==> config.mk <==
export PLATFORM = sky130hd
export DESIGN_NAME = fsk_pcm_rx_demod_flat
export DESIGN_NICKNAME = d
export VERILOG_FILES = /design/src/rtl/fsk_pcm_rx_demod_if.sv /design/src/rtl/fsk_pcm_rx_demod.sv /design/src/flat_wrapper.sv
export SDC_FILE = /design/constraint.sdc
export NUM_CORES = 1
export LEC_CHECK = 0
export CAP_MARGIN = 15
export CORE_ASPECT_RATIO = 0.75
export CORE_MARGIN = 4
export CORE_UTILIZATION = 61
export CTS_BUF_LIST = sky130_fd_sc_hd__clkbuf_4 sky130_fd_sc_hd__clkbuf_8
export DETAILED_ROUTE_END_ITERATION = 8
export PLACE_DENSITY = 0.86
export SLEW_MARGIN = 20
export SYNTH_ARGS = -nofsm -noshare
export SYNTH_HDL_FRONTEND = slang
export SYNTH_SLANG_ARGS = --single-unit
==> constraint.sdc <==
create_clock -name clkIn -period 3.5 [get_ports clkIn]
set_input_delay 0.35 -clock clkIn [delete_from_list [all_inputs] [get_ports clkIn]]
set_output_delay 0.35 -clock clkIn [all_outputs]
set_load 0.05 [all_outputs]
==> src/rtl/fsk_pcm_rx_demod_if.sv <==
// Handshake/bus bundle between the FSK line front end and the character framer.
interface fsk_pcm_rx_demod_if #(
  parameter int unsigned FRAME_BITS = 14
);
  logic                  fsk_in;
  logic                  rx_bit;
  logic                  rx_bit_valid;
  logic [FRAME_BITS-1:0] frame_data;
  logic                  frame_valid;
  logic                  frame_err;
  logic                  busy;

  modport master (
    output fsk_in,
    input  rx_bit, rx_bit_valid, frame_data, frame_valid, frame_err, busy
  );

  modport slave (
    input  fsk_in,
    output rx_bit, rx_bit_valid, frame_data, frame_valid, frame_err, busy
  );
endinterface

==> src/rtl/fsk_pcm_rx_demod.sv <==
// Binary FSK demodulator: classifies each bit window by edge density and
// frames 14-bit characters for the downstream Hamming decoder.
module fsk_pcm_rx_demod #(
  parameter int unsigned BIT_CYC    = 32,
  parameter int unsigned FRAME_BITS = 14,
  parameter int unsigned IDLE_CYC   = 64,
  parameter int unsigned ONE_MIN    = 28,
  parameter int unsigned ZERO_MIN   = 12,
  parameter int unsigned ZERO_MAX   = 20,
  parameter int unsigned DECIDE_TH  = 24
) (
  input logic               clkIn,
  input logic               reset,
  fsk_pcm_rx_demod_if.slave bus
);

  localparam int unsigned WIN_W  = $clog2(BIT_CYC);
  localparam int unsigned ECNT_W = 7;
  localparam int unsigned IDLE_W = $clog2(IDLE_CYC + 1);
  localparam int unsigned BIDX_W = $clog2(FRAME_BITS);

  typedef enum logic [1:0] {HUNT, ARMED, RUN} state_t;

  state_t                  state_q, state_d;
  logic [2:0]              sync_q;
  logic [IDLE_W-1:0]       idle_q, idle_d;
  logic [WIN_W-1:0]        win_q, win_d;
  logic [ECNT_W-1:0]       ecnt_q, ecnt_d;
  logic [BIDX_W-1:0]       bidx_q, bidx_d;
  logic [FRAME_BITS-2:0]   shift_q, shift_d;
  logic                    err_q, err_d;
  logic                    zero_q, zero_d;
  logic                    rx_bit_q, rx_bit_d;
  logic                    rx_bit_valid_q, rx_bit_valid_d;
  logic [FRAME_BITS-1:0]   frame_data_q, frame_data_d;
  logic                    frame_valid_q, frame_valid_d;
  logic                    frame_err_q, frame_err_d;
  logic                    busy_q, busy_d;

  logic                    edge_c;
  logic [ECNT_W-1:0]       total_c;
  logic                    one_c, zero_ok_c, amb_c, bit_c, err_now_c, zero_now_c;

  // Two synchroniser stages, third stage only for edge detection
  always_ff @(posedge clkIn or posedge reset) begin
    if (reset) sync_q <= 3'b000;
    else       sync_q <= {sync_q[1:0], bus.fsk_in};
  end

  assign edge_c = sync_q[1] ^ sync_q[2];

  always_ff @(posedge clkIn or posedge reset) begin
    if (reset) begin
      state_q        <= HUNT;
      idle_q         <= '0;
      win_q          <= '0;
      ecnt_q         <= '0;
      bidx_q         <= '0;
      shift_q        <= '0;
      err_q          <= 1'b0;
      zero_q         <= 1'b0;
      rx_bit_q       <= 1'b0;
      rx_bit_valid_q <= 1'b0;
      frame_data_q   <= '0;
      frame_valid_q  <= 1'b0;
      frame_err_q    <= 1'b0;
      busy_q         <= 1'b0;
    end else begin
      state_q        <= state_d;
      idle_q         <= idle_d;
      win_q          <= win_d;
      ecnt_q         <= ecnt_d;
      bidx_q         <= bidx_d;
      shift_q        <= shift_d;
      err_q          <= err_d;
      zero_q         <= zero_d;
      rx_bit_q       <= rx_bit_d;
      rx_bit_valid_q <= rx_bit_valid_d;
      frame_data_q   <= frame_data_d;
      frame_valid_q  <= frame_valid_d;
      frame_err_q    <= frame_err_d;
      busy_q         <= busy_d;
    end
  end

  always_comb begin
    state_d        = state_q;
    idle_d         = idle_q;
    win_d          = win_q;
    ecnt_d         = ecnt_q;
    bidx_d         = bidx_q;
    shift_d        = shift_q;
    err_d          = err_q;
    zero_d         = zero_q;
    rx_bit_d       = rx_bit_q;
    rx_bit_valid_d = 1'b0;
    frame_data_d   = frame_data_q;
    frame_valid_d  = 1'b0;
    frame_err_d    = frame_err_q;

    // Window total includes the edge seen in the current cycle
    total_c    = ecnt_q + ECNT_W'(edge_c);
    one_c      = total_c >= ECNT_W'(ONE_MIN);
    zero_ok_c  = (total_c >= ECNT_W'(ZERO_MIN)) && (total_c <= ECNT_W'(ZERO_MAX));
    amb_c      = !one_c && !zero_ok_c;
    bit_c      = one_c || (amb_c && (total_c >= ECNT_W'(DECIDE_TH)));
    err_now_c  = err_q || amb_c;
    zero_now_c = (total_c == '0);

    case (state_q)
      HUNT: begin
        if (edge_c)                          idle_d = '0;
        else if (idle_q < IDLE_W'(IDLE_CYC)) idle_d = idle_q + IDLE_W'(1);
        if (idle_q == IDLE_W'(IDLE_CYC))     state_d = ARMED;
      end
      ARMED: begin
        if (edge_c) begin
          state_d = RUN;
          win_d   = WIN_W'(1);
          ecnt_d  = ECNT_W'(1);
          bidx_d  = '0;
          err_d   = 1'b0;
          zero_d  = 1'b0;
        end
      end
      RUN: begin
        if (win_q == WIN_W'(BIT_CYC - 1)) begin
          rx_bit_d       = bit_c;
          rx_bit_valid_d = 1'b1;
          win_d          = '0;
          ecnt_d         = '0;
          shift_d        = {shift_q[FRAME_BITS-3:0], bit_c};
          zero_d         = zero_now_c;
          // Two silent windows in a row: carrier lost, drop the character
          if (zero_q && zero_now_c) begin
            state_d = HUNT;
            idle_d  = '0;
          end else if (bidx_q == BIDX_W'(FRAME_BITS - 1)) begin
            frame_data_d  = {shift_q, bit_c};
            frame_err_d   = err_now_c;
            frame_valid_d = 1'b1;
            bidx_d        = '0;
            err_d         = 1'b0;
            if (err_now_c) begin
              state_d = HUNT;
              idle_d  = '0;
            end
          end else begin
            bidx_d = bidx_q + BIDX_W'(1);
            err_d  = err_now_c;
          end
        end else begin
          win_d  = win_q + WIN_W'(1);
          ecnt_d = total_c;
        end
      end
      default: state_d = HUNT;
    endcase

    busy_d = (state_d == RUN);
  end

  assign bus.rx_bit       = rx_bit_q;
  assign bus.rx_bit_valid = rx_bit_valid_q;
  assign bus.frame_data   = frame_data_q;
  assign bus.frame_valid  = frame_valid_q;
  assign bus.frame_err    = frame_err_q;
  assign bus.busy         = busy_q;

endmodule

==> src/flat_wrapper.sv <==
// flat-port wrapper written by rule: the top's interface ports become plain ports
module fsk_pcm_rx_demod_flat 
#(
  parameter int unsigned BIT_CYC    = 32,
  parameter int unsigned FRAME_BITS = 14,
  parameter int unsigned IDLE_CYC   = 64,
  parameter int unsigned ONE_MIN    = 28,
  parameter int unsigned ZERO_MIN   = 12,
  parameter int unsigned ZERO_MAX   = 20,
  parameter int unsigned DECIDE_TH  = 24
)
  (clkIn, reset, bus_fsk_in, bus_rx_bit, bus_rx_bit_valid, bus_frame_data, bus_frame_valid, bus_frame_err, bus_busy);
  fsk_pcm_rx_demod_if #(.FRAME_BITS(FRAME_BITS)) bus_i ();
  input logic clkIn;
  input logic reset;
  input wire logic [$bits(bus_i.fsk_in)-1:0] bus_fsk_in;
  output wire logic [$bits(bus_i.rx_bit)-1:0] bus_rx_bit;
  output wire logic [$bits(bus_i.rx_bit_valid)-1:0] bus_rx_bit_valid;
  output wire logic [$bits(bus_i.frame_data)-1:0] bus_frame_data;
  output wire logic [$bits(bus_i.frame_valid)-1:0] bus_frame_valid;
  output wire logic [$bits(bus_i.frame_err)-1:0] bus_frame_err;
  output wire logic [$bits(bus_i.busy)-1:0] bus_busy;
  assign bus_i.fsk_in = bus_fsk_in;
  assign bus_rx_bit = bus_i.rx_bit;
  assign bus_rx_bit_valid = bus_i.rx_bit_valid;
  assign bus_frame_data = bus_i.frame_data;
  assign bus_frame_valid = bus_i.frame_valid;
  assign bus_frame_err = bus_i.frame_err;
  assign bus_busy = bus_i.busy;
  fsk_pcm_rx_demod #(.BIT_CYC(BIT_CYC), .FRAME_BITS(FRAME_BITS), .IDLE_CYC(IDLE_CYC), .ONE_MIN(ONE_MIN), .ZERO_MIN(ZERO_MIN), .ZERO_MAX(ZERO_MAX), .DECIDE_TH(DECIDE_TH)) u_core (.clkIn(clkIn), .reset(reset), .bus(bus_i));
endmodule
# [Word-level counts from Yosys, hierarchy flattened]
# Cells that the tools add are included.
[op_classes] bitwise_logic=2 n_lt_le_gt_ge=5 mux=38 n_reduce_logical=18 addsub=4 eq_ne=12
[op_table] operator="7-bit 2-to-1 mux" count=8
[op_table] operator="7-bit one-hot mux with 2 select lines" count=2
[op_table] operator="4-bit 2-to-1 mux" count=4
[op_table] operator="7-bit by 5-bit greater-or-equal comparator with 1-bit output (second input constant)" count=2
[op_table] operator="2-bit 2-to-1 mux" count=6
[op_table] operator="1-bit 2-to-1 mux" count=11
[op_table] operator="5-bit 2-to-1 mux" count=2
[op_table] operator="5-bit one-hot mux with 2 select lines" count=1
[op_table] operator="3-bit by 1-bit != test with 1-bit output (second input constant)" count=3
[op_table] operator="4-bit one-hot mux with 2 select lines" count=1
[op_table] operator="4-bit AND reduction" count=2
[op_table] operator="7-bit by 1-bit adder with 7-bit output" count=1
[op_table] operator="7-bit by 1-bit adder with 7-bit output (second input constant)" count=1
[op_table] operator="7-bit == test (second input constant)" count=1
[op_table] operator="7-bit by 4-bit greater-or-equal comparator with 1-bit output (second input constant)" count=1
[op_table] operator="7-bit by 5-bit <= comparator with 1-bit output (second input constant)" count=1
[op_table] operator="7-bit logical NOT" count=1
[op_table] operator="7-bit less-than comparator (second input constant)" count=1
[op_table] operator="2-bit one-hot mux with 3 select lines" count=1
[op_table] operator="5-bit by 1-bit adder with 5-bit output (second input constant)" count=1
[op_table] operator="5-bit == test (second input constant)" count=1
[op_table] operator="5-bit AND reduction" count=1
[op_table] operator="4-bit by 1-bit adder with 4-bit output (second input constant)" count=1
[op_table] operator="2-bit == test (second input constant)" count=2
[op_table] operator="14 further kinds" count=23
[totals] reg_bits=62 word_cells=94 inputBits=3 out_inout_bits=19

# [Depth between registers and ports, before layout]
# Gate-level depths: netlist (run 1).
[logic_depth] depth_word=13 ltp_mapped=12 mapped_depth_nobuf=10

# [Worst setup path before layout (run 1)]
# Ideal clock, no wire load.
[synth_timing] kind="flip-flop to flip-flop" start="register u_core.sync_q[2]" end="register u_core.frame_data_q[3], in the netlist u_core.bus.frame_data[3]" setup_time_ns=0.125 n_path_buf=2 required_ns=3.375 arrival_ns=2.735 stages_incl_launch_ff=12 period_less_slack_ns=2.860 slack_ns=0.640 path_cell_list="dfrtp_1 xnor2_1 inv_1 ha_1 ha_1 buf_2 xnor2_1 a31o_1 and3_4 a211oi_4 buf_6 mux2_4"
[synth_between] elab_chain_len=6
[synth_lines] element="start, declared" line_no="fsk_pcm_rx_demod.sv:25" source="logic [2:0] sync_q;"
[synth_lines] element="start signal, assigned" line_no="fsk_pcm_rx_demod.sv:47" source="else sync_q <= {sync_q[1:0], bus.fsk_in};"
[synth_lines] element="1-bit bitwise XOR" line_no="fsk_pcm_rx_demod.sv:50" source="assign edge_c = sync_q[1] ^ sync_q[2];"
[synth_lines] element="7-bit by 1-bit adder with 7-bit output" line_no="fsk_pcm_rx_demod.sv:102" source="total_c = ecnt_q + ECNT_W'(edge_c);"
[synth_lines] element="7-bit logical NOT" line_no="fsk_pcm_rx_demod.sv:108" source="zero_now_c = (total_c == '0);"
[synth_lines] element="1-bit logical AND" line_no="fsk_pcm_rx_demod.sv:135" source="if (zero_q && zero_now_c) begin"
[synth_lines] element="1-bit inverter (no source line)"
[synth_lines] element="4-bit AND reduction (no source line)"
[synth_lines] element="end signal, assigned" line_no="fsk_pcm_rx_demod.sv:79" source="frame_data_q <= frame_data_d;"
[synth_lines] element="end, declared" line_no="fsk_pcm_rx_demod.sv:35" source="logic [FRAME_BITS-1:0] frame_data_q, frame_data_d;"
# Every way passes these cells.
# A chain may end at the register's enable or synchronous reset.

# [Worst setup path in the final report (run 1)]
[layout_timing] start="register u_core.sync_q[1]" end="register u_core.idle_q[1]"
[layout_between] elab_chain_len=9 word_cells_on_any_way=20 classes_between="add/sub: 1; order compare: 3; eq/ne: 3; mux: 4; bitwise: 1; reduce/logical: 8"
[layout_lines] element="1-bit bitwise XOR *" line_no="fsk_pcm_rx_demod.sv:50"
[layout_lines] element="7-bit by 1-bit adder with 7-bit output" line_no="fsk_pcm_rx_demod.sv:102"
[layout_lines] element="7-bit by 4-bit greater-or-equal comparator with 1-bit output or 7-bit by 5-bit <= comparator with 1-bit output (tied branches)" line_no="fsk_pcm_rx_demod.sv:104" source="zero_ok_c = (total_c >= ECNT_W'(ZERO_MIN)) && (total_c <= ECNT_W'(ZERO_MAX));"
[layout_lines] element="1-bit logical AND" line_no="fsk_pcm_rx_demod.sv:104"
[layout_lines] element="1-bit logical NOT" line_no="fsk_pcm_rx_demod.sv:105" source="amb_c = !one_c && !zero_ok_c;"
[layout_lines] element="1-bit logical AND" line_no="fsk_pcm_rx_demod.sv:105"
[layout_lines] element="1-bit logical OR" line_no="fsk_pcm_rx_demod.sv:107" source="err_now_c = err_q || amb_c;"
[layout_lines] element="3-bit by 1-bit != test with 1-bit output (no source line)"
[layout_lines] element="5-bit AND reduction (no source line)"
[layout_lines] element="end signal, assigned" line_no="fsk_pcm_rx_demod.sv:70" source="idle_q <= idle_d;"
[layout_lines] element="end, declared" line_no="fsk_pcm_rx_demod.sv:26" source="logic [IDLE_W-1:0] idle_q, idle_d;"
# Every way passes the cells marked *; elsewhere a longest branch is shown, timed or not. The select of a mux whose other input is x is not followed.

==> metrics.csv, run 1 <==
stage,metric,value,unit
yosys,synth_top_family_by_area,compound AO/OA/AOI/OAI gates,
timing,rsz0062_at_grt,no,
yosys,synth_nets,295,
drt,viasPerCell,6.05,
worst_setup_path,cp_slowest_cell,or4_4,
drt,drt-initial-drc-count,164,
timing,slew_violations,0,
yosys,yosys.area.top_type_share,49.4,%
timing,max_freq,326,MHz
power,power.leakage,1.67,nW
worst_setup_path,critPathMaxStageDelay,0.44,ns
place,gp_congestion,0.850,
place,placed_area,0.00334,mm2
cells_and_area,instances_no_fill,372,
place,dp.cells,355,
global_routing,grt_pass1_vias,2204,
cts,clock_latency,0.34,ns
cts,cts_buffers,9,
cells_and_area,syn_to_final_growth,17.5,%
global_routing,grt_first_pass_wirelength,10500,um
die,die_h,69.6,um
cts,cts_resized,0,
yosys,synth.avg_cell_area,11.0,um2
yosys,ys_top_cells_by_area,"dfrtp_1, mux2_2, ha_1, mux2_4, nand2_1",
power,power_frac_clock,51.8,%
power,ir_drop,0.000356,V
cts,h-tree-depth,3,
cts,cts.reportedPaths.clkPinSlew,0.07,ns
power,p_seq_share,44.7,%
yosys,synthArstFlopShare,100,%
global_routing,grt_remaining_overflow,0,
worst_setup_path,cp_max_fo,7,
timing,tightest_slew,0.885,ns
yosys,synth_compound_area_share,14.4,%
cts,clock_path_buffers,2,
worst_setup_path,arrival,3.34,ns
drt,avgRoutedWirePerCell,16.4,um
cells_and_area,layout-drive-gt1-share,18.9,%
die,pin_count,22,
flow_run,cap_violations,0,
timing,setup_tns,0,ns
worst_setup_path,path_cells,xnor2_1 -> inv_1 -> ha_1 -> ha_1 -> xor2_1 -> or4_4 -> nand2_1 -> a41oi_2 -> a21oi_4 -> mux2i_1,
cells_and_area,diodes,0,
drt,final_antenna_net_count,0,
worst_setup_path,cp-start-kind,register,
worst_setup_path,path_class,reg2reg,
cells_and_area,final_util,74.1,%
timing,fin_crit,3.07,ns
yosys,ys_seq_elements,61,
power,intPower,1.30,mW
worst_setup_path,reg2reg_slack,0.43,ns
global_routing,grt_usage,21.0,%
cells_and_area,finish.net_count,322,
drt,first_pass_iters,4,
yosys,synth_fa_ha_area_share,5.18,%
yosys,yosys_warnings,0,
place,place_hpwl,4200,um
yosys,synth-edff-count,0,
yosys,muxShareOfSynthArea,11.7,%
yosys,synth_top_area_cell,dfrtp_1,
timing,hold_violations,0,
power,combPwrFrac,3.6,%
yosys,synth_xor_area_share,1.98,%
cells_and_area,design_area,0.00363,mm2
timing,setup_viol,0,
power,p_sw,324,uW
yosys,yosys.cell_types.count,56,
power,switching_share,20.0,%
yosys,ys.flop_type,dfrtp_1,
global_routing,grt_max_degree,54,
timing,finalClockSkew,0.00520,ns
die,die-area,0.00628,mm2
yosys,yosysSeqAreaShare,49.4,%
place,io_buffers,21,
global_routing,antenna_found_initial,0,
cts,cts-root-buf,clkbuf_8,
power,power.density,447,mW/mm2
timing,fin_crit_sh,87.7,%
drt,vias,2250,
status,status,completed,
worst_setup_path,worstSetupEndpointType,register,
die,die_w,90.2,um
worst_setup_path,required,3.77,ns
timing,slew_headroom,40.9,%
cts,cts_tree,done,
die,rows,22,
yosys,synthesis.area,0.00309,mm2
worst_setup_path,path_common_cell,ha_1,
power,finalPower,1.62,mW
yosys,syn_inst,280,
die,core_region_area,0.00490,mm2
worst_hold_path,min_path_type,reg2reg,
cts,clock_sinks,61,
drt,totalWireLength,6110,um
drt,route.detailed.drc,0,
yosys,synth_simple_gate_area_share,13.3,%
die,initial_core_util,63.0,%
## flip-flops by register name (all words and copies together), names as in the netlist
signal / flops
u_core.zero_q: 1
u_core.bus.rx_bit_valid: 1
u_core.bidx_q: 4
u_core.state_q: 2
u_core.win_q: 5
u_core.bus.frame_data: 14
u_core.bus.busy: 1
u_core.sync_q: 3
u_core.idle_q: 7
u_core.bus.frame_valid: 1
u_core.err_q: 1
u_core.ecnt_q: 7
u_core.shift_q: 13
u_core.bus.frame_err: 1
## cell usage after synthesis (2+ instances only)
library cell / instances
nand4_1: 4
nor4_1: 2
buf_6: 3
nand2b_1: 4
a31oi_1: 5
nor2_1: 17
o221ai_1: 2
mux2i_1: 2
a31o_1: 3
xnor2_1: 5
nand2_1: 28
a21oi_1: 12
mux2_2: 21
mux2_4: 7
ha_1: 12
xor2_1: 2
and3_1: 4
nand3_1: 9
nor3_1: 7
inv_1: 17
dfrtp_1: 61
o21a_1: 2
clkbuf_1: 4
o31ai_1: 3
o21ai_0: 13
## layer usage
layer | track usage [%] | vias to the layer above | share of wire (%) | wire length, um
li1 | - | 1055 | - | -
met1 | 29.0 | 1122 | 47 | 2860
met2 | 30.8 | 62 | 46 | 2780
met3 | 6.29 | 11 | 6.2 | 378
met4 | 9.17 | 0 | 1.3 | 82
met5 | 0 | - | 0 | 0
## through the flow
| stage | hold slack (ns) | setup WS (ns) |
|---|---|---|
| after floorplan | 0.331 | 0.640 |
| after global placement | 0.335 | 0.295 |
| after detailed placement | 0.346 | 0.176 |
| after CTS | 0.361 | 0.153 |
| after global routing | 0.370 | 0.228 |
| final | 0.356 | 0.431 |
## kinds of logic (layout without fill, tap and decap cells)
| family | count (synthesis) | count (layout) |
|---|---|---|
| AO/OA/AOI/OAI | 60 | 60 |
| XOR/XNOR | 7 | 7 |
| adder cells (fa/ha/maj) | 13 | 13 |
| buffers and inverters | 26 | 58 |
| flip-flops | 61 | 61 |
| multiplexers | 30 | 30 |
| AND/OR/NAND/NOR | 83 | 83 |
## repair_timing
action                                  4_1_cts  5_1_grt
hold buffers                                  0        0
setup buffers                                 0        1
endpoints found under the setup margin        0        3
## cell usage in the layout (no fill, tap or decap), types with 2 or more instances in the layout
master | synthesis | layout
dfrtp_1 | 61 | 61
nand2_1 | 28 | 28
mux2_2 | 21 | 21
clkdlybuf4s50_1 | 0 | 21
nor2_1 | 17 | 17
inv_1 | 17 | 16
o21ai_0 | 13 | 13
a21oi_1 | 12 | 12
ha_1 | 12 | 12
clkbuf_8 | 0 | 10
nand3_1 | 9 | 9
mux2_4 | 7 | 7
nor3_1 | 7 | 7
xnor2_1 | 5 | 5
a31oi_1 | 5 | 5
and3_1 | 4 | 4
nand2b_1 | 4 | 4
nand4_1 | 4 | 4
bufinv_16 | 0 | 4
a31o_1 | 3 | 3
o31ai_1 | 3 | 3
buf_4 | 1 | 3
xor2_1 | 2 | 2
o21a_1 | 2 | 2
o221ai_1 | 2 | 2
mux2i_1 | 2 | 2
nor4_1 | 2 | 2
clkinv_2 | 0 | 2
## power by group through the flow
stage          clock network [mW]  registers, mW  logic (mW)
5_1_grt                     0.885          0.725      0.0674
3_5_place_dp                    0          0.737      0.0578
6_report                    0.840          0.725      0.0581
4_1_cts                     0.855          0.724      0.0581
3_3_place_gp                    0          0.737      0.0560
2_1_floorplan                   0          0.735      0.0420
## path summary, 6_finish.rpt
kind                                  startpoint  cells past startpoint                  endpoint
worst max-delay path            u_core.sync_q[1]                     10          u_core.idle_q[1]
worst min-delay path            u_core.sync_q[0]                      0          u_core.sync_q[1]
worst max register to register  u_core.sync_q[1]                     10          u_core.idle_q[1]
worst min register to register  u_core.sync_q[0]                      0          u_core.sync_q[1]
max in group asynchronous                  reset                      3  u_core.bus.frame_data[5]
min in group asynchronous                  reset                      2             u_core.zero_q
## area by class of cell
type	count	area, um2
Multi-Input combinational cell	193	1440
Fill cell	327	1270
Timing Repair Buffer	25	253
Clock inverter	6	134
Tap cell	60	75.1
Clock buffer	10	138
Sequential cell	61	1530
Inverter	17	65.1
## worst max-delay path, delay by kind of cell, from the launching register on
family,cells,cell delay (ns)
AO/OA/AOI/OAI,2,0.56
adder cells (fa/ha/maj),2,0.60
XOR/XNOR,2,0.45
AND/OR/NAND/NOR,2,0.64
flip-flops,1,0.39
buffers and inverters,1,0.15
multiplexers,1,0.21
Power figures use the tool's default switching activity.
==> run 2, diff against run 1 <==
PLACE_DENSITY = 0.82   (was 0.86)
TNS_END_PERCENT = 30   (was not set)
==> run 2 against run 1 <==
Compared with the run above: worst setup slack got worse by 0.0058 ns; global-route usage increased by 0.82 points; clock skew increased by 0.0043 ns; wire length increased by 4.2%; clock power decreased by 34%; power decreased by 18%; combinational power decreased by 3%; critical path type unchanged.
==> metrics.csv, run 2 (same netlist as run 1, synthesis figures left out) <==
stage,metric,value,unit,change
power,power_frac_clock,41.4,%,-10 points
timing,setup_tns,0,ns,unchanged
cells_and_area,multi_input_area,0.00144,mm2,unchanged
worst_setup_path,cp-start-kind,register,,
global_routing,grt_usage,21.8,%,+0.82 points
cells_and_area,n_fill_cell,316,,-3.4%
timing,slew_headroom,46.5,%,+5.6 points
worst_setup_path,worstSetupEndpointType,register,,
global_routing,grt_remaining_overflow,0,,unchanged
timing,fin_crit,3.07,ns,+0.00584 ns
global_routing,grt_max_degree,42,,-22%
cells_and_area,finish.net_count,322,,unchanged
place,io_buffers,21,,unchanged
status,status,completed,,
cells_and_area,layout-drive-gt1-share,18.9,%,unchanged
worst_hold_path,holdPathEnd,u_core.sync_q[1],,
worst_hold_path,min_path_type,reg2reg,,
die,pin_count,22,,unchanged
power,power.leakage,1.62,nW,-2.8%
drt,final_antenna_net_count,0,,unchanged
cts,clock_latency,0.34,ns,about the same
power,switching_share,24.4,%,+4.5 points
place,gp_congestion,0.899,,+5.8%
worst_setup_path,arrival,3.34,ns,about the same
global_routing,grt_pass1_vias,2235,,+1.4%
cts,cts.reportedPaths.clkPinSlew,0.06,ns,about the same
cells_and_area,diodes,0,,unchanged
worst_setup_path,path_class,reg2reg,,
global_routing,antenna_found_initial,0,,unchanged
power,combPwrFrac,4.2,%,+0.6 points
drt,totalWireLength,6360,um,+4.2%
cells_and_area,syn_to_final_growth,14.3,%,
power,power.density,377,mW/mm2,-16%
worst_hold_path,min-delay-start,u_core.sync_q[0],,
global_routing,grt_first_pass_wirelength,10800,um,+2.5%
die,core_region_area,0.00490,mm2,unchanged
die,die-area,0.00628,mm2,unchanged
timing,fin_crit_sh,87.8,%,+0.17 points
worst_setup_path,reg2reg_slack,0.43,ns,about the same
place,placed_area,0.00334,mm2,unchanged
timing,rsz0062_at_grt,no,,
cts,clock_sinks,61,,unchanged
drt,drt-initial-drc-count,128,,-22%
cts,cts_hold_buffers,0,,unchanged
timing,max_freq,325,MHz,-0.19%
cts,clock_path_buffers,2,,unchanged
worst_hold_path,hold_depth,0,,unchanged
power,intPower,1.01,mW,-22%
die,rows,22,,unchanged
cells_and_area,mostFrequentLayoutCell,dfrtp_1,,
drt,vias,2236,,-0.62%
die,die_w,90.2,um,unchanged
cts,h-tree-depth,3,,unchanged
power,ir_drop,0.000238,V,-33%
timing,hold_violations,0,,unchanged
worst_setup_path,r2r_start,u_core.sync_q[1],,
cells_and_area,design_area,0.00353,mm2,-2.7%
cts,cts_buffers,9,,unchanged
timing,setup_viol,0,,unchanged
drt,avgRoutedWirePerCell,17.1,um,+4.2%
cells_and_area,regArea,0.00153,mm2,unchanged
place,place_hpwl,4270,um,+1.6%
flow_run,cap_violations,0,,unchanged
worst_setup_path,r2r_cells,10,,unchanged
die,die_h,69.6,um,unchanged
power,p_seq_share,54.4,%,+9.7 points
drt,route.detailed.drc,0,,unchanged
place,dp.cells,355,,unchanged
cts,cts_tree,done,,
cells_and_area,largest_register_ffs,14,,unchanged
worst_setup_path,worstReg2RegEnd,u_core.idle_q[1],,
timing,tightest_slew,0.801,ns,-0.0840 ns
cells_and_area,instances_no_fill,372,,unchanged
cts,cts-root-buf,clkbuf_8,,
cells_and_area,final_cell_mix,"dfrtp_1, nand2_1, mux2_2, clkdlybuf4s50_1, nor2_1",,
worst_setup_path,cp_max_fo,7,,unchanged
worst_setup_path,required,3.76,ns,about the same
drt,first_pass_iters,5,,+1
drt,viasPerCell,6.01,,-0.62%
power,p_sw,325,uW,+0.39%
die,initial_core_util,63.0,%,unchanged
timing,slew_violations,0,,unchanged
timing,finalClockSkew,0.00954,ns,+0.00434 ns
run 2: cell types whose count changed in the layout (fill, tap and decap cells not counted):
| cell | before | now |
|---|---|---|
| bufinv_16 | 4 | 0 |
| clkinv_2 | 2 | 3 |
| clkinvlp_4 | 0 | 2 |
| inv_2 | 0 | 1 |
run 2: layer usage:
layer  GRT usage (%)  up-vias  routed length, um
li1                -     1057                  -
met1            30.8     1110               3060
met2            31.7       58               2910
met3            6.07       11                291
met4            9.34        0                 98
met5               0        -                  0
run 2: final cells by class:
class | count | share of cell area, %
flip-flops and latches | 61 | 43.2
multi-input cells | 193 | 40.7
repair buffers | 25 | 7.16
clock buffers | 10 | 3.90
well taps | 60 | 2.13
inverters | 17 | 1.81
clock inverters | 6 | 1.10
run 2: power groups by stage:
| stage | sequential (mW) | clock, mW | combinational [mW] |
|---|---|---|---|
| floorplan | 0.735 | 0 | 0.0420 |
| global placement | 0.737 | 0 | 0.0560 |
| detailed placement | 0.737 | 0 | 0.0574 |
| CTS | 0.725 | 0.562 | 0.0571 |
| global route | 0.726 | 0.602 | 0.0649 |
| finish | 0.725 | 0.551 | 0.0563 |
run 2: worst max-delay path: stages (launching register included):
cell and delay [ns]:
dfrtp_1 0.39, xnor2_1 0.24, inv_1 0.14, ha_1 0.31, ha_1 0.33, xor2_1 0.19
or4_4 0.45, nand2_1 0.21, a41oi_2 0.21, a21oi_4 0.31, mux2i_1 0.21
run 2: timing repair:
| item | in CTS | in global routing |
|---|---|---|
| setup endpoints to repair | 0 | 8 |
| resized for setup | 0 | 0 |
| buffers inserted | 0 | 1 |
run 2: through the flow:
stage	setup WS [ns]	hold slack, ns	total power [mW]	util, %
final	0.425	0.370	1.33	72.1
after CTS	0.138	0.377	1.34	71.7
after global routing	0.265	0.390	1.39	72.1
after floorplan	0.640	0.331	0.777	-
after global placement	0.276	0.339	0.793	68.1
after detailed placement	0.156	0.356	0.795	68.1
run 2: worst max path at each step:
stage                     slack, ns                        end              from  cells after the start
final                          0.43           u_core.idle_q[1]  u_core.sync_q[1]                     10
after global placement         0.28  u_core.bus.frame_data[12]  u_core.sync_q[1]                      9
after floorplan                0.64   u_core.bus.frame_data[3]  u_core.sync_q[2]                     11
after detailed placement       0.16  u_core.bus.frame_data[11]  u_core.sync_q[1]                      9
after CTS                      0.14   u_core.bus.frame_data[1]  u_core.sync_q[1]                      9
after global routing           0.27           u_core.idle_q[1]  u_core.sync_q[1]                     10
==> run 3, diff against run 2 <==
--- a/config.mk
+++ b/config.mk
@@ -10,6 +10,7 @@
 export CORE_MARGIN = 4
-export CORE_UTILIZATION = 61
+export CORE_UTILIZATION = 55
 export CTS_BUF_LIST = sky130_fd_sc_hd__clkbuf_4 sky130_fd_sc_hd__clkbuf_8
+export CTS_CLUSTER_SIZE = 16
 export DETAILED_ROUTE_END_ITERATION = 8
-export PLACE_DENSITY = 0.82
+export PLACE_DENSITY = 0.78
 export SLEW_MARGIN = 20
==> constraint.sdc (replaced) <==
create_clock -name clkIn -period 2.6 [get_ports clkIn]
set_input_delay 0.26 -clock clkIn [delete_from_list [all_inputs] [get_ports clkIn]]
set_output_delay 0.26 -clock clkIn [all_outputs]
set_load 0.1 [all_outputs]
==> run 3 against run 2 <==
Compared with the run above: combinational power grew 59%; register-to-register slack worse by 0.47 ns; clock power up 89%; largest power group is now the clock network; the flow now finishes with violations (setup timing); count of clock-buffer cells in the layout stayed put; hold slack got worse by 0.072 ns; first-iteration DRC count up 23%; cell count grew 11%; via count grew 1.1%; die area increased by 9.8%; highest routed layer unchanged.
==> metrics.csv, run 3 (same netlist as run 1, synthesis figures left out) <==
stage,metric,value,unit,change
status,status,finished with violations,,
status,violations,setup timing,,
worst_setup_path,worstSetupEndpointType,register,,
worst_setup_path,reg2reg_slack,-0.05,ns,-0.47 ns
cells_and_area,n_fill_cell,387,,+22%
place,dp_slack,-0.323,ns,-0.478 ns
cts,cts_tree,done,,
die,core_region_area,0.00538,mm2,+9.8%
timing,fin_crit,2.65,ns,-0.425 ns
timing,finalClockSkew,0.00959,ns,+0.0000499 ns
cells_and_area,mostFrequentLayoutCell,dfrtp_1,,
power,power.density,544,mW/mm2,+44%
global_routing,antenna_found_initial,0,,unchanged
die,die_h,72.9,um,+4.7%
cells_and_area,layout-drive-gt1-share,33.5,%,+15 points
worst_setup_path,r2r_start,u_core.sync_q[1],,
flow_run,cap_violations,0,,unchanged
worst_setup_path,cp-start-kind,register,,
cells_and_area,largest_register_ffs,14,,unchanged
drt,totalWireLength,6350,um,-0.20%
cts,clock_latency,0.35,ns,about the same
worst_setup_path,cp_max_fo,4,,-3
die,rows,23,,+4.5%
place,io_buffers,21,,unchanged
timing,tightest_slew,0.430,ns,-0.371 ns
global_routing,grt_pass1_vias,2230,,-0.22%
place,gp_congestion,0.874,,-2.9%
power,finalPower,2.10,mW,+58%
drt,route.detailed.drc,0,,unchanged
timing,slew_headroom,71.3,%,+25 points
die,pin_count,22,,unchanged
worst_setup_path,arrival,2.88,ns,-0.46 ns
timing,slew_violations,0,,unchanged
power,ir_drop,0.000511,V,+110%
global_routing,grt_remaining_overflow,0,,unchanged
timing,fin_crit_sh,102,%,+14 points
worst_setup_path,required,2.83,ns,-0.93 ns
drt,vias,2260,,+1.1%
power,power.leakage,1.83,nW,+13%
timing,fin_ws,-0.0494,ns,-0.475 ns
worst_setup_path,worstReg2RegEnd,u_core.bidx_q[0],,
cts,cts.reportedPaths.clkPinSlew,0.07,ns,about the same
die,initial_core_util,57.4,%,-5.6 points
worst_setup_path,path_class,reg2reg,,
global_routing,grt_usage,20.5,%,-1.3 points
drt,final_antenna_net_count,0,,unchanged
timing,setup_viol,8,,+8
cells_and_area,finish.net_count,347,,+7.8%
drt,avgRoutedWirePerCell,15.4,um,-9.9%
cts,cts_buffers,9,,unchanged
die,die_w,94.5,um,+4.8%
cts,clock_sinks,61,,unchanged
timing,rsz0062_at_grt,yes,,
cts,clock_path_buffers,2,,unchanged
global_routing,grt_max_degree,62,,+48%
worst_setup_path,r2r_cells,11,,+1
drt,drt-initial-drc-count,158,,+23%
drt,first_pass_iters,4,,-1
cells_and_area,syn_to_final_growth,25.1,%,
timing,setup_tns,-0.189,ns,-0.189 ns
timing,hold_violations,0,,unchanged
place,place_hpwl,4340,um,+1.6%
die,die-area,0.00689,mm2,+9.8%
cells_and_area,final_cell_mix,"dfrtp_1, buf_4, nand2_1, mux2_2, nor2_1",,
timing,max_freq,377,MHz,+16%
cts,h-tree-depth,3,,unchanged
cts,cts-root-buf,clkbuf_8,,
cells_and_area,diodes,0,,unchanged
drt,viasPerCell,5.49,,-8.7%
worst_hold_path,min_path_type,in2async,,
global_routing,grt_first_pass_wirelength,10800,um,+0.25%
run 3: changes by cell type in the layout (fill, tap and decap cells not counted), sizes merged:
cell           change
clkdlybuf4s50     -19
bufinv             +3
clkinv             -2
clkinvlp           -1
buf               +44
run 3: layer usage:
layer  vias up  part of all wire, %  wire length (um)  global-route usage, %
li1       1100                    -                 -                      -
met1      1100                   45              2870                   26.8
met2        48                   48              3060                   32.0
met3        12                  5.1               324                   7.01
met4         0                  1.4                90                   7.52
met5         -                    0                 0                      0
run 3: power by group:
group / internal (mW) / switching (mW) / total, mW / leakage [nW]
combinational: 0.0357 / 0.0537 / 0.0894 / 0.868
sequential: 0.963 / 0.0128 / 0.976 / 0.843
clock: 0.647 / 0.389 / 1.04 / 0.120
total: 1.65 / 0.456 / 2.10 / 1.83
run 3: what timing repair did:
item	4_1_cts	5_1_grt
hold buffers	0	0
pin swaps	3	5
setup buffers	2	5
resized for setup	1	10
setup endpoints to repair	22	15
run 3: stage by stage:
stage | hold slack, ns | instances | area [um2] | util (%)
after detailed placement | 0.346 | 389 | 3490 | 64.9
final | 0.298 | 412 | 3860 | 71.8
after global placement | 0.341 | 389 | 3490 | 64.9
after global routing | 0.311 | 412 | 3860 | 71.8
after floorplan | 0.291 | 280 | 3130 | -
after CTS | 0.306 | 407 | 3770 | 70.0
run 3: cell type report:
type / instances / area (um2) / share of cell area [%]
timing repair buffer: 50 / 413 / 10.7
sequential: 61 / 1530 / 39.5
multi-input combinational: 193 / 1520 / 39.4
inverter: 17 / 63.8 / 1.65
clock inverter: 6 / 111 / 2.88
clock buffer: 10 / 131 / 3.40
tap: 75 / 93.8 / 2.43
run 3: worst max-delay path by stage:
stage	start	end	cells past startpoint
final	u_core.sync_q[1]	u_core.bidx_q[0]	11
after global placement	u_core.sync_q[1]	u_core.bus.frame_data[13]	9
after floorplan	u_core.sync_q[1]	u_core.bidx_q[0]	11
after CTS	u_core.sync_q[2]	u_core.bidx_q[0]	11
after detailed placement	u_core.sync_q[1]	u_core.bus.frame_data[2]	9
after global routing	u_core.sync_q[1]	u_core.idle_q[1]	11
run 3: critical path, stage by stage (launching register included):
cell      delay [ns]
dfrtp_1         0.41
xnor2_2         0.21
inv_2           0.08
ha_4            0.18
ha_4            0.17
xor2_1          0.15
or4_4           0.44
a21boi_4        0.21
buf_6           0.13
a21oi_4         0.05
o21a_4          0.21
mux2_4          0.29
